[src/rtl/ex_wb_buf.sv]
// Two-entry in-order buffer between the ALU stage and register writeback.
// Stored entries with a pending register write are forwarded to decode.

module ex_wb_buf #(
   parameter int unsigned XLEN = 32
) (
   input  logic            clk,
   input  logic            rst,
   input  logic [4:0]      in_rd,
   input  logic            in_en,
   input  logic [XLEN-1:0] in_data,
   input  logic            in_valid,
   output logic            in_ready,
   input  logic            flush,
   output logic [4:0]      wb_rd,
   output logic            wb_en,
   output logic [XLEN-1:0] wb_data,
   output logic            wb_valid,
   input  logic            wb_ready,
   input  logic [4:0]      fwd_rs1_addr,
   input  logic [4:0]      fwd_rs2_addr,
   output logic            fwd_rs1_hit,
   output logic            fwd_rs2_hit,
   output logic [XLEN-1:0] fwd_rs1_data,
   output logic [XLEN-1:0] fwd_rs2_data,
   output logic [1:0]      count
);

   typedef enum logic [1:0] {StEmpty, StOne, StFull} state_e;

   state_e          state_q;
   logic [4:0]      head_rd_q, tail_rd_q;
   logic            head_en_q, tail_en_q;
   logic [XLEN-1:0] head_data_q, tail_data_q;
   logic [1:0]      count_q;
   logic            in_ready_q;
   logic            wb_valid_q;

   logic push, pop, store_en;

   assign push     = in_valid && in_ready_q;
   assign pop      = wb_valid_q && wb_ready;
   // x0 is hardwired, so a write to it is stored as a bubble.
   assign store_en = in_en && (in_rd != 5'd0);

   // Head slot is always the oldest entry; slots are zeroed while unoccupied so
   // the writeback outputs read straight from the registers.
   always_ff @(posedge clk) begin
      if (!rst || flush) begin
         state_q     <= StEmpty;
         head_rd_q   <= '0;
         head_en_q   <= 1'b0;
         head_data_q <= '0;
         tail_rd_q   <= '0;
         tail_en_q   <= 1'b0;
         tail_data_q <= '0;
         count_q     <= 2'd0;
         in_ready_q  <= 1'b1;
         wb_valid_q  <= 1'b0;
      end else begin
         unique case (state_q)
            StEmpty: begin
               if (push) begin
                  state_q     <= StOne;
                  head_rd_q   <= in_rd;
                  head_en_q   <= store_en;
                  head_data_q <= in_data;
                  count_q     <= 2'd1;
                  wb_valid_q  <= 1'b1;
               end
            end
            StOne: begin
               if (push && pop) begin
                  head_rd_q   <= in_rd;
                  head_en_q   <= store_en;
                  head_data_q <= in_data;
               end else if (push) begin
                  state_q     <= StFull;
                  tail_rd_q   <= in_rd;
                  tail_en_q   <= store_en;
                  tail_data_q <= in_data;
                  count_q     <= 2'd2;
                  in_ready_q  <= 1'b0;
               end else if (pop) begin
                  state_q     <= StEmpty;
                  head_rd_q   <= '0;
                  head_en_q   <= 1'b0;
                  head_data_q <= '0;
                  count_q     <= 2'd0;
                  wb_valid_q  <= 1'b0;
               end
            end
            StFull: begin
               if (pop) begin
                  state_q     <= StOne;
                  head_rd_q   <= tail_rd_q;
                  head_en_q   <= tail_en_q;
                  head_data_q <= tail_data_q;
                  tail_rd_q   <= '0;
                  tail_en_q   <= 1'b0;
                  tail_data_q <= '0;
                  count_q     <= 2'd1;
                  in_ready_q  <= 1'b1;
               end
            end
            default: begin
               state_q     <= StEmpty;
               head_rd_q   <= '0;
               head_en_q   <= 1'b0;
               head_data_q <= '0;
               tail_rd_q   <= '0;
               tail_en_q   <= 1'b0;
               tail_data_q <= '0;
               count_q     <= 2'd0;
               in_ready_q  <= 1'b1;
               wb_valid_q  <= 1'b0;
            end
         endcase
      end
   end

   assign in_ready = in_ready_q;
   assign wb_valid = wb_valid_q;
   assign wb_rd    = head_rd_q;
   assign wb_en    = head_en_q;
   assign wb_data  = head_data_q;
   assign count    = count_q;

   logic head_live, tail_live;
   assign head_live = (state_q != StEmpty) && head_en_q;
   assign tail_live = (state_q == StFull) && tail_en_q;

   // Tail is the younger entry, so it wins when both slots match.
   always_comb begin
      fwd_rs1_hit  = 1'b0;
      fwd_rs1_data = '0;
      fwd_rs2_hit  = 1'b0;
      fwd_rs2_data = '0;
      if (fwd_rs1_addr != 5'd0) begin
         if (tail_live && (tail_rd_q == fwd_rs1_addr)) begin
            fwd_rs1_hit  = 1'b1;
            fwd_rs1_data = tail_data_q;
         end else if (head_live && (head_rd_q == fwd_rs1_addr)) begin
            fwd_rs1_hit  = 1'b1;
            fwd_rs1_data = head_data_q;
         end
      end
      if (fwd_rs2_addr != 5'd0) begin
         if (tail_live && (tail_rd_q == fwd_rs2_addr)) begin
            fwd_rs2_hit  = 1'b1;
            fwd_rs2_data = tail_data_q;
         end else if (head_live && (head_rd_q == fwd_rs2_addr)) begin
            fwd_rs2_hit  = 1'b1;
            fwd_rs2_data = head_data_q;
         end
      end
   end

endmodule

[config.mk]
export PLATFORM = sky130hd
export DESIGN_NAME = ex_wb_buf
export DESIGN_NICKNAME = d
export VERILOG_FILES = /design/src/rtl/ex_wb_buf.sv
export SDC_FILE = /design/constraint.sdc
export NUM_CORES = 1
export LEC_CHECK = 0
export CAP_MARGIN = 0
export CORE_AREA = 2 2 86 130
export CTS_CLUSTER_DIAMETER = 120
export CTS_CLUSTER_SIZE = 20
export DETAILED_ROUTE_END_ITERATION = 16
export DIE_AREA = 0 0 88 132
export PLACE_DENSITY = 0.77
export SLEW_MARGIN = 20
export SYNTH_ARGS = -nofsm -noshare
export SYNTH_HDL_FRONTEND = slang
export SYNTH_SLANG_ARGS = --single-unit
[constraint.sdc]
create_clock -name clk -period 2.82 [get_ports clk]
set_input_delay 0.705 -clock clk [delete_from_list [all_inputs] [get_ports clk]]
set_output_delay 0.705 -clock clk [all_outputs]
set_load 0.03 [all_outputs]
==> flow_metrics.py <==
metrics = {
    "worst_setup_path": {
        "cp.required_ns": 2.12,
        "cpMaxStageDelayCell": "or4_4",
        "crit_path_frequent_cell": "buf_12",
        "crit_type": "input port to output port",
        "cp.depth": 10,
        "end_kind": "output port",
        "timing.critical_path.fanout_max": 8,
        "start_kind": "input port",
        "crit_path_max_incr_delay_ns": 0.53,
        "crit_family": "simple AND/OR/NAND/NOR gates",
        "arrival_ns": 2.60,
        "r2r_cells": 8,
        "critPathBufInv": 5,
        "cp_cell_sequence": "buf_8 -> xor2_2 -> or4_4 -> nor3b_4 -> nor3_4 -> buf_12 -> buf_12 -> buf_16 -> a22o_4 -> buf_6",
    },
    "floorplan": {
        "io_pins": 161,
        "initial_core_util_pct": 38.6,
        "chipWidth_um": 88,
        "die-area_mm2": 0.0116,
        "rows": 46,
        "dieHeight_um": 132,
        "core_mm2": 0.0104,
    },
    "drt": {
        "dr_total_vias": 4976,
        "viasPerCell": 6.13,
        "wl_um": 17700,
        "drt-initial-drc-count": 587,
        "first_pass_iters": 6,
        "route.detailed.drc": 0,
        "wl_per_cell_um": 21.9,
        "drtAntennaViolNets": 0,
    },
    "timing": {
        "clock.fmax_ghz": 0.303,
        "final.period_utilization_pct": 117,
        "slew_violations": 0,
        "finalCriticalPeriod_ns": 3.30,
        "clock_skew_ns": 0.00718,
        "hold_violations": 0,
        "rsz0062_at_grt": "yes",
        "slew_headroom_pct": 68.4,
        "setup_viol": 64,
        "layout_setup_ws_ns": -0.482,
        "tightestPinTransition_ns": 0.474,
        "tns_ns": -22.36,
    },
    "synth": {
        "synth_async_sr_flop_share_pct": 0,
        "ys_ff_latch": 80,
        "synthFlopType": "dfxtp_1",
        "synth.distinct_cells": 37,
        "ys_warn_count": 0,
        "syn_nets": 519,
        "yosysTopAreaCell": "dfxtp_1",
        "syn_area_mm2": 0.00402,
        "synth_edf_count": 0,
        "ys_seq_area_share_pct": 39.8,
        "synth_top_cell_area_share_pct": 39.8,
        "synthCells": 466,
        "syn_avg_cell_area_um2": 8.63,
        "yosys-top-cells-area": "dfxtp_1, a22o_1, a222oi_1",
    },
    "global_routing": {
        "globalRouteOverflowTotal": 0,
        "grt_pass1_vias": 5015,
        "grt_use_total_pct": 30.3,
        "grt_pass1_wl_um": 27500,
        "grt_max_degree": 81,
        "antenna_found_initial": 0,
    },
    "clock_tree": {
        "clkLatencyLatePin_ns": 0.34,
        "hold_buffers": 0,
        "cts-htree-levels": 3,
        "clockRootBuffer": "clkbuf_16",
        "cts.sinks": 80,
        "cts_made_buffers": 9,
        "clock_path_buffers": 2,
        "cts_tree": "done",
        "clk_pin_slew_ns": 0.06,
    },
    "layout": {
        "multiInputGateArea_mm2": 0.00276,
        "final_cell_mix": "clkdlybuf4s50_1, buf_6, dfxtp_1, nor2_1, nand2_1",
        "layout_commonest_cell": "clkdlybuf4s50_1",
        "fin_nets": 716,
        "antenna_cells": 0,
        "register_area_mm2": 0.00161,
        "layout-drive-gt1-share_pct": 37.0,
        "fin_util_pct": 70.5,
        "syn_to_final_growth_pct": 82.8,
        "fillCellCount": 740,
    },
    "pwr": {
        "swShare_pct": 27.8,
        "p_sw_w": 0.000750,
        "combPwrFrac_pct": 15.5,
        "ir_worst_vdd_v": 0.000289,
        "p_clk_share_pct": 40.7,
        "p_per_area_mw_per_mm2": 367,
        "p_leak_nw": 2.99,
        "pwr-share-seq_pct": 43.8,
        "p_int_w": 0.00195,
    },
    "run_status": {
        "violations": "negative setup slack",
        "status": "finished with violations",
    },
    "hold_path": {
        "min_path_cells": 2,
        "hp-class": "flip-flop to flip-flop",
    },
    "place": {
        "gp_congestion": 0.873,
        "portBuffers": 160,
        "dp_hpwl_um": 10800,
    },
    "job": {
        "cap_viol_max_count": 0,
    },
}
-- worst register-to-register path, delay by kind of cell, from the launching register on --
kind,cells,cell delay [ns]
flops,1,0.33
simple gates,3,0.33
buf+inv,3,0.56
compound gates,2,0.61
-- per-layer routing --
layer  vias up  global-route usage (%)  share of wire (%)
li1       2182                       -                  -
met1      2457                    35.2                 36
met2       274                    52.6                 53
met3        63                    4.01                6.1
met4         0                    15.9                5.5
met5         -                       0                  0
-- registers in the layout (all words and copies together) (netlist names) --
register,count
tail_en_q,1
wb_data,32
tail_rd_q,5
wb_en,1
tail_data_q,32
wb_valid,1
wb_rd,5
count,2
in_ready,1
-- cell families after synthesis --
group           share of synthesized area, %
buf+inv                                 5.14
compound gates                          30.7
xor+xnor                                4.36
flops                                   39.8
simple gates                            20.0
-- final timing paths --
path / start / end / slack (ns)
worst max-delay path: fwd_rs1_addr[4] / fwd_rs1_data[26] / -0.48
worst min-delay path: tail_data_q[5] / tail_data_q[5] / 0.50
worst max register to register: count[0] / wb_rd[3] / 0.88
worst min register to register: tail_data_q[5] / tail_data_q[5] / 0.50
-- synthesized netlist by cell type, drive strengths merged (3+ instances only) --
master	instances
xnor2	5
and2	5
xor2	15
nand2	46
nor4	3
a222oi	37
a32o	10
clkbuf	26
nand3	41
nor2	49
nor3	9
buf	20
a21oi	44
dfxtp	80
or4	4
a22o	54
-- power groups by stage --
stage | logic (W) | registers (W) | clock network, W
3_3_place_gp | 0.000390 | 0.00120 | 0
2_1_floorplan | 0.000149 | 0.00124 | 0
3_5_place_dp | 0.000399 | 0.00120 | 0
6_report | 0.000418 | 0.00118 | 0.00110
4_1_cts | 0.000408 | 0.00118 | 0.00110
5_1_grt | 0.000439 | 0.00118 | 0.00116
-- stage by stage --
step	power (W)	setup slack, ns	hold WS, ns	std cells	cell area [um^2]
floorplan	0.00139	-0.0353	0.453	466	4250
global placement	0.00159	-1.02	0.468	776	6200
detailed placement	0.00160	-1.06	0.483	776	6200
CTS	0.00269	-0.417	0.494	811	7330
global route	0.00278	-0.495	0.521	812	7350
finish	0.00270	-0.482	0.498	812	7350
-- timing repair --
item                                    4_1_cts  5_1_grt
pin swaps                                    49       15
endpoints found under the setup margin       66       65
gates cloned                                  8        0
resized for setup                           194       15
buffers inserted                             15        5
-- final cells by class --
cell class	count	area share (%)
tap	144	2.45
sequential	80	21.9
multi-input combinational	339	37.6
clock buffer	9	3.07
clock inverter	7	0.749
timing repair buffer	232	34.2
inverter	1	0.0511
(Power assumes the default switching activity.)
